--- src/rtl/spi_word_tx_pkg.sv ---
// Shared definitions for the SPI word transmitter: state codes, framing
// constants and the digit-to-ASCII byte mapping.
package spi_word_tx_pkg;

    typedef enum logic [2:0] {
        IDLE     = 3'd0,
        CS_SETUP = 3'd1,
        SHIFT    = 3'd2,
        BYTE_GAP = 3'd3,
        CS_HOLD  = 3'd4,
        CS_IDLE  = 3'd5
    } state_t;

    localparam int         BYTES_PER_WORD = 4;
    localparam logic [7:0] ASCII_ZERO     = 8'h30;

    // Bytes holding a single decimal digit become the matching ASCII character.
    function automatic logic [31:0] ascii_map(input logic [31:0] w);
        logic [31:0] r;
        r = w;
        for (int i = 0; i < BYTES_PER_WORD; i++) begin
            if (w[8*i+4 +: 4] == 4'h0 && w[8*i +: 4] <= 4'd9) begin
                r[8*i +: 8] = w[8*i +: 8] | ASCII_ZERO;
            end
        end
        return r;
    endfunction

endpackage

--- src/rtl/spi_word_tx_clk_div.sv ---
// Half-period tick generator: pulses tick on the CLK_DIV-th enabled cycle,
// restarting from zero on clr or after each tick.
module spi_clk_div #(
    parameter int CLK_DIV = 50
) (
    input  logic clk,
    input  logic rst_n,
    input  logic en,
    input  logic clr,
    output logic tick
);

    localparam int            CW = $clog2(CLK_DIV + 1);
    localparam logic [CW-1:0] TC = CW'(CLK_DIV - 1);

    logic [CW-1:0] cnt_q, cnt_d;

    assign tick = en && !clr && (cnt_q == TC);

    always_comb begin
        cnt_d = cnt_q;
        if (clr) begin
            cnt_d = '0;
        end else if (en) begin
            cnt_d = tick ? '0 : cnt_q + CW'(1);
        end
    end

    always_ff @(posedge clk or negedge rst_n) begin
        if (!rst_n) begin
            cnt_q <= '0;
        end else begin
            cnt_q <= cnt_d;
        end
    end

endmodule

--- src/rtl/spi_word_tx.sv ---
// Serialises a 32-bit display word as four MSB-first SPI mode-0 bytes in one
// chip-select frame. Define SPI_TX_ASCII_EN to send digit bytes as ASCII.
module spi_word_tx
    import spi_word_tx_pkg::*;
#(
    parameter int CLK_DIV    = 50,
    parameter int GAP_CYCLES = 16
) (
    input  logic        clk,
    input  logic        rst_n,
    input  logic [31:0] data_in,
    input  logic        data_valid,
    output logic        data_ready,
    output logic        spi_sclk,
    output logic        spi_mosi,
    output logic        spi_cs_n,
    output logic        busy,
    output logic        done
);

    localparam int            GW        = (GAP_CYCLES > 0) ? $clog2(GAP_CYCLES + 1) : 1;
    localparam logic [GW-1:0] GAP_TC    = GW'((GAP_CYCLES > 0) ? GAP_CYCLES - 1 : 0);
    localparam logic [1:0]    LAST_BYTE = 2'(BYTES_PER_WORD - 1);

    state_t        state_q, state_d;
    logic [31:0]   sreg_q, sreg_d;
    logic [2:0]    bit_q, bit_d;
    logic [1:0]    byte_q, byte_d;
    logic [GW-1:0] gap_q, gap_d;
    logic          sclk_q, sclk_d;
    logic          mosi_q, mosi_d;
    logic          cs_n_q, cs_n_d;
    logic          ready_q, ready_d;
    logic          busy_q, busy_d;
    logic          done_q, done_d;
    logic          div_en, div_clr, tick;
    logic [31:0]   word_in;

`ifdef SPI_TX_ASCII_EN
    assign word_in = ascii_map(data_in);
`else
    assign word_in = data_in;
`endif

    // The divider is held at zero while idle or gapping so every timed phase starts fresh.
    assign div_en  = state_q inside {CS_SETUP, SHIFT, CS_HOLD, CS_IDLE};
    assign div_clr = (state_q == IDLE) || (state_q == BYTE_GAP);

    spi_clk_div #(
        .CLK_DIV(CLK_DIV)
    ) u_clk_div (
        .clk  (clk),
        .rst_n(rst_n),
        .en   (div_en),
        .clr  (div_clr),
        .tick (tick)
    );

    always_comb begin
        state_d = state_q;
        sreg_d  = sreg_q;
        bit_d   = bit_q;
        byte_d  = byte_q;
        gap_d   = gap_q;
        sclk_d  = sclk_q;
        mosi_d  = mosi_q;
        cs_n_d  = cs_n_q;
        ready_d = ready_q;
        busy_d  = busy_q;
        done_d  = 1'b0;
        case (state_q)
            IDLE: begin
                ready_d = 1'b1;
                if (data_valid && ready_q) begin
                    sreg_d  = word_in;
                    mosi_d  = word_in[31];
                    cs_n_d  = 1'b0;
                    busy_d  = 1'b1;
                    ready_d = 1'b0;
                    bit_d   = 3'd0;
                    byte_d  = 2'd0;
                    state_d = CS_SETUP;
                end
            end
            CS_SETUP: begin
                if (tick) state_d = SHIFT;
            end
            SHIFT: begin
                if (tick) begin
                    if (!sclk_q) begin
                        sclk_d = 1'b1;
                    end else begin
                        sclk_d = 1'b0;
                        if (bit_q == 3'd7 && byte_q == LAST_BYTE) begin
                            state_d = CS_HOLD;
                        end else begin
                            // Falling edge presents the next bit, including the next byte's MSB.
                            sreg_d = {sreg_q[30:0], 1'b0};
                            mosi_d = sreg_q[30];
                            bit_d  = bit_q + 3'd1;
                            if (bit_q == 3'd7) begin
                                byte_d = byte_q + 2'd1;
                                if (GAP_CYCLES > 0) begin
                                    gap_d   = '0;
                                    state_d = BYTE_GAP;
                                end
                            end
                        end
                    end
                end
            end
            BYTE_GAP: begin
                if (gap_q == GAP_TC) begin
                    state_d = SHIFT;
                end else begin
                    gap_d = gap_q + GW'(1);
                end
            end
            CS_HOLD: begin
                if (tick) begin
                    cs_n_d  = 1'b1;
                    done_d  = 1'b1;
                    state_d = CS_IDLE;
                end
            end
            CS_IDLE: begin
                if (tick) begin
                    busy_d  = 1'b0;
                    state_d = IDLE;
                end
            end
            default: state_d = IDLE;
        endcase
    end

    always_ff @(posedge clk or negedge rst_n) begin
        if (!rst_n) begin
            state_q <= IDLE;
            sreg_q  <= '0;
            bit_q   <= '0;
            byte_q  <= '0;
            gap_q   <= '0;
            sclk_q  <= 1'b0;
            mosi_q  <= 1'b0;
            cs_n_q  <= 1'b1;
            ready_q <= 1'b0;
            busy_q  <= 1'b0;
            done_q  <= 1'b0;
        end else begin
            state_q <= state_d;
            sreg_q  <= sreg_d;
            bit_q   <= bit_d;
            byte_q  <= byte_d;
            gap_q   <= gap_d;
            sclk_q  <= sclk_d;
            mosi_q  <= mosi_d;
            cs_n_q  <= cs_n_d;
            ready_q <= ready_d;
            busy_q  <= busy_d;
            done_q  <= done_d;
        end
    end

    assign data_ready = ready_q;
    assign spi_sclk   = sclk_q;
    assign spi_mosi   = mosi_q;
    assign spi_cs_n   = cs_n_q;
    assign busy       = busy_q;
    assign done       = done_q;

endmodule

--- config.mk ---
export PLATFORM = sky130hd
export DESIGN_NAME = spi_word_tx
export DESIGN_NICKNAME = d
export VERILOG_FILES = /design/src/rtl/spi_word_tx_pkg.sv /design/src/rtl/spi_word_tx_clk_div.sv /design/src/rtl/spi_word_tx.sv
export SDC_FILE = /design/constraint.sdc
export NUM_CORES = 1
export LEC_CHECK = 0
export ABC_AREA = 1
export ABC_CLOCK_PERIOD_IN_PS = 2250
export BUFFER_PORTS_ARGS = -buffer_cell sky130_fd_sc_hd__buf_4
export CORE_AREA = 2 2 77 79
export CTS_CLUSTER_DIAMETER = 200
export DETAILED_ROUTE_END_ITERATION = 16
export DIE_AREA = 0 0 79 81
export PLACE_DENSITY = 0.87
export REMOVE_ABC_BUFFERS = 1
export SYNTH_ARGS = -nofsm -noshare
export SYNTH_HDL_FRONTEND = slang
export SYNTH_SLANG_ARGS = --single-unit
export TNS_END_PERCENT = 20
--- constraint.sdc ---
create_clock -name clk -period 2.25 [get_ports clk]
set_input_delay 0.45 -clock clk [delete_from_list [all_inputs] [get_ports clk]]
set_output_delay 0.45 -clock clk [all_outputs]
set_load 0.05 [all_outputs]
==> results.cfg <==
[timing]
finalCritPeriodShare_pct = 83.5
clock_skew_ns = 0.00710
finalHoldViolations = 0
rsz0062_at_grt = no
relSlewSlack_pct = 52.7
report.final.setup_viol = 0
max_freq_mhz = 532
slew_viol_final = 0
tightestPinTransition_ns = 0.709
finalSetupTns_ns = 0
timing.final.crit_period_ns = 1.88

[clock_tree]
htree_levels = 2
cts_buffers = 5
clock_path_buffers = 2
cts_resized = 0
clockRootBuffer = clkbuf_8
clk_pin_slew_ns = 0.10
cts_setup_buffers = 0
clock_latency_ns = 0.31
clock_sinks = 56
cts_tree = built
cts_hold_buf = 0

[critical_path]
end_kind = flip-flop
path_class = flip-flop to flip-flop
cp_max_fo = 35
ff2ff_path_depth = 9
crit_path_end = sreg_q[16]
crit_path_start = u_clk_div.cnt_q[1]
reg2reg_slack_ns = 0.37
startpoint_type = flip-flop
r2r_end = sreg_q[16]
crit_required_ns = 2.46
worstPathArrival_ns = 2.09
reg2reg_from = u_clk_div.cnt_q[1]

[min_path]
hold_path_class = input port to asynchronous set/reset pin

[floorplan]
row_count = 28
core_area_mm2 = 0.00568
die_area_mm2 = 0.00640
die_h_um = 81
die_width_um = 79
num_io_pins = 41
initial_core_util_pct = 54.7

[global_route]
grt_pass1_wl_um = 11300
grt_pass1_vias = 2630
track_usage_pct = 22.3
grt_overflow_total = 0
antenna_found_initial = 0
grt_max_degree = 57

[placed_design]
dp_hpwl_um = 4430
gp_congestion = 0.836
port_buffers = 40

[synthesis]
ys_types = 26
synth.avg_cell_area_um2 = 7.50
syn_inst = 414
synth_area_leaders = dfrtp_1, nand2_1, nand4_1
syn_area_mm2 = 0.00310
synth_warnings = 0
synth.top_cell.area_share_pct = 44.3
ys_seq_elements = 56
synth_top_cell_by_area = dfrtp_1
yosysSeqAreaShare_pct = 45.2

[drt]
drt-total-wl_um = 6570
m1WireLength_um = 2950
ant_nets = 0
dr_wl_met3_um = 235
drc_errors = 0
num_vias = 2801
drt_iter0_drc = 216
top_layer = met4
vias_per_cell = 5.37
route.met2.wl_um = 3290
wl_per_cell_um = 12.6
drtPass1Iterations = 6

[final_layout]
antennaDiodeCount = 0
layout_commonest_cell = nand2_1
area_growth_pct = 13.1
final_nets = 488
layout-drive-gt1-share_pct = 14.5
mostFrequentLayoutCells = nand2_1, dfrtp_1, buf_4

[job]
cap_violations = 0

[power]
p_total_mw = 4.39
p_leak_nw = 1.93
powerDensity_mw_per_mm2 = 1250
irDropWorstVdd_mv = 0.629

[outcome]
status = finished, final reports clean
## registers in the layout, indices dropped and copies added, names as in the netlist
| name | count |
|---|---|
| u_clk_div.cnt_q | 6 |
| byte_q | 2 |
| data_ready | 1 |
| sreg_q | 31 |
| bit_q | 3 |
| busy | 1 |
| spi_cs_n | 1 |
| done | 1 |
| spi_sclk | 1 |
| spi_mosi | 1 |
| gap_q | 5 |
| state_q | 3 |
## critical path, cell delays in order (launching register included)
cell,delay [ns]
dfrtp_1,0.40
inv_1,0.08
ha_1,0.16
inv_1,0.04
nor2_1,0.09
nand3_1,0.11
nand2_2,0.26
nand3_4,0.38
nand2_1,0.17
nand2_1,0.07
## worst min-delay path by stage
stage                           from          to  slack (ns)  cells past startpoint
after floorplan                rst_n    bit_q[0]        0.15                      0
after CTS                      rst_n        busy        0.21                      1
after global placement      gap_q[4]    gap_q[4]        0.46                      2
final                          rst_n        busy        0.15                      1
after global routing           rst_n        done        0.22                      1
after detailed placement  sreg_q[29]  sreg_q[29]        0.47                      2
## power by group
part / internal, mW / switching (mW) / leakage [nW]
Sequential: 1.39 / 0.258 / 0.714
Combinational: 0.723 / 1.48 / 1.17
Clock: 0.220 / 0.325 / 0.0422
## layout make-up
type,instances,area (um^2)
flip-flops and latches,56,1400
multi-input cells,319,1510
clock inverters,1,5.00
clock buffers,7,76.3
repair buffers,45,350
well taps,75,93.8
inverters,19,71.3
fillers,506,2160
## Yosys cell counts
cell and n:
nand3_4 2, o21ai_0 7, xor2_1 4, buf_4 1, nand3_1 20, xnor2_1 1
dfrtp_1 55, nor2_4 2, ha_1 7, buf_6 3, inv_2 1, nand3b_1 1
or2_2 1, nor2_8 2, o22ai_1 2, clkbuf_1 3, nand2_2 4, inv_1 18
dfstp_2 1, nand3_2 1, a21oi_1 4, nand2_1 208, buf_2 13, and3_1 1
nor2_1 18, nand4_1 34
## kinds of logic (layout without fill, tap and decap cells)
family / after synthesis / in the layout / synth area share (%)
XOR/XNOR: 5 / 5 / 1.41
AO/OA/AOI/OAI: 13 / 13 / 2.18
adder cells (fa/ha/maj): 7 / 7 / 2.82
flip-flops: 56 / 56 / 45.2
AND/OR/NAND/NOR: 294 / 294 / 42.3
buffers and inverters: 39 / 72 / 6.09
## metal layers
layer  GRT usage (%)  vias up
met5               0        -
met1            28.8     1333
li1                -     1389
met2            38.1       70
met4            7.24        0
met3            4.11        9
## metrics by stage
step	area [um^2]	utilization [%]	std cells	setup WS [ns]	hold slack [ns]
after floorplan	2990	-	394	0.325	0.154
after global placement	3430	60.4	514	0.446	0.458
after detailed placement	3430	60.4	514	0.391	0.466
after CTS	3510	61.9	522	0.368	0.206
after global routing	3510	61.9	522	0.167	0.225
final	3510	61.9	522	0.371	0.154
Note: power is estimated with default switching activity, not from simulation.
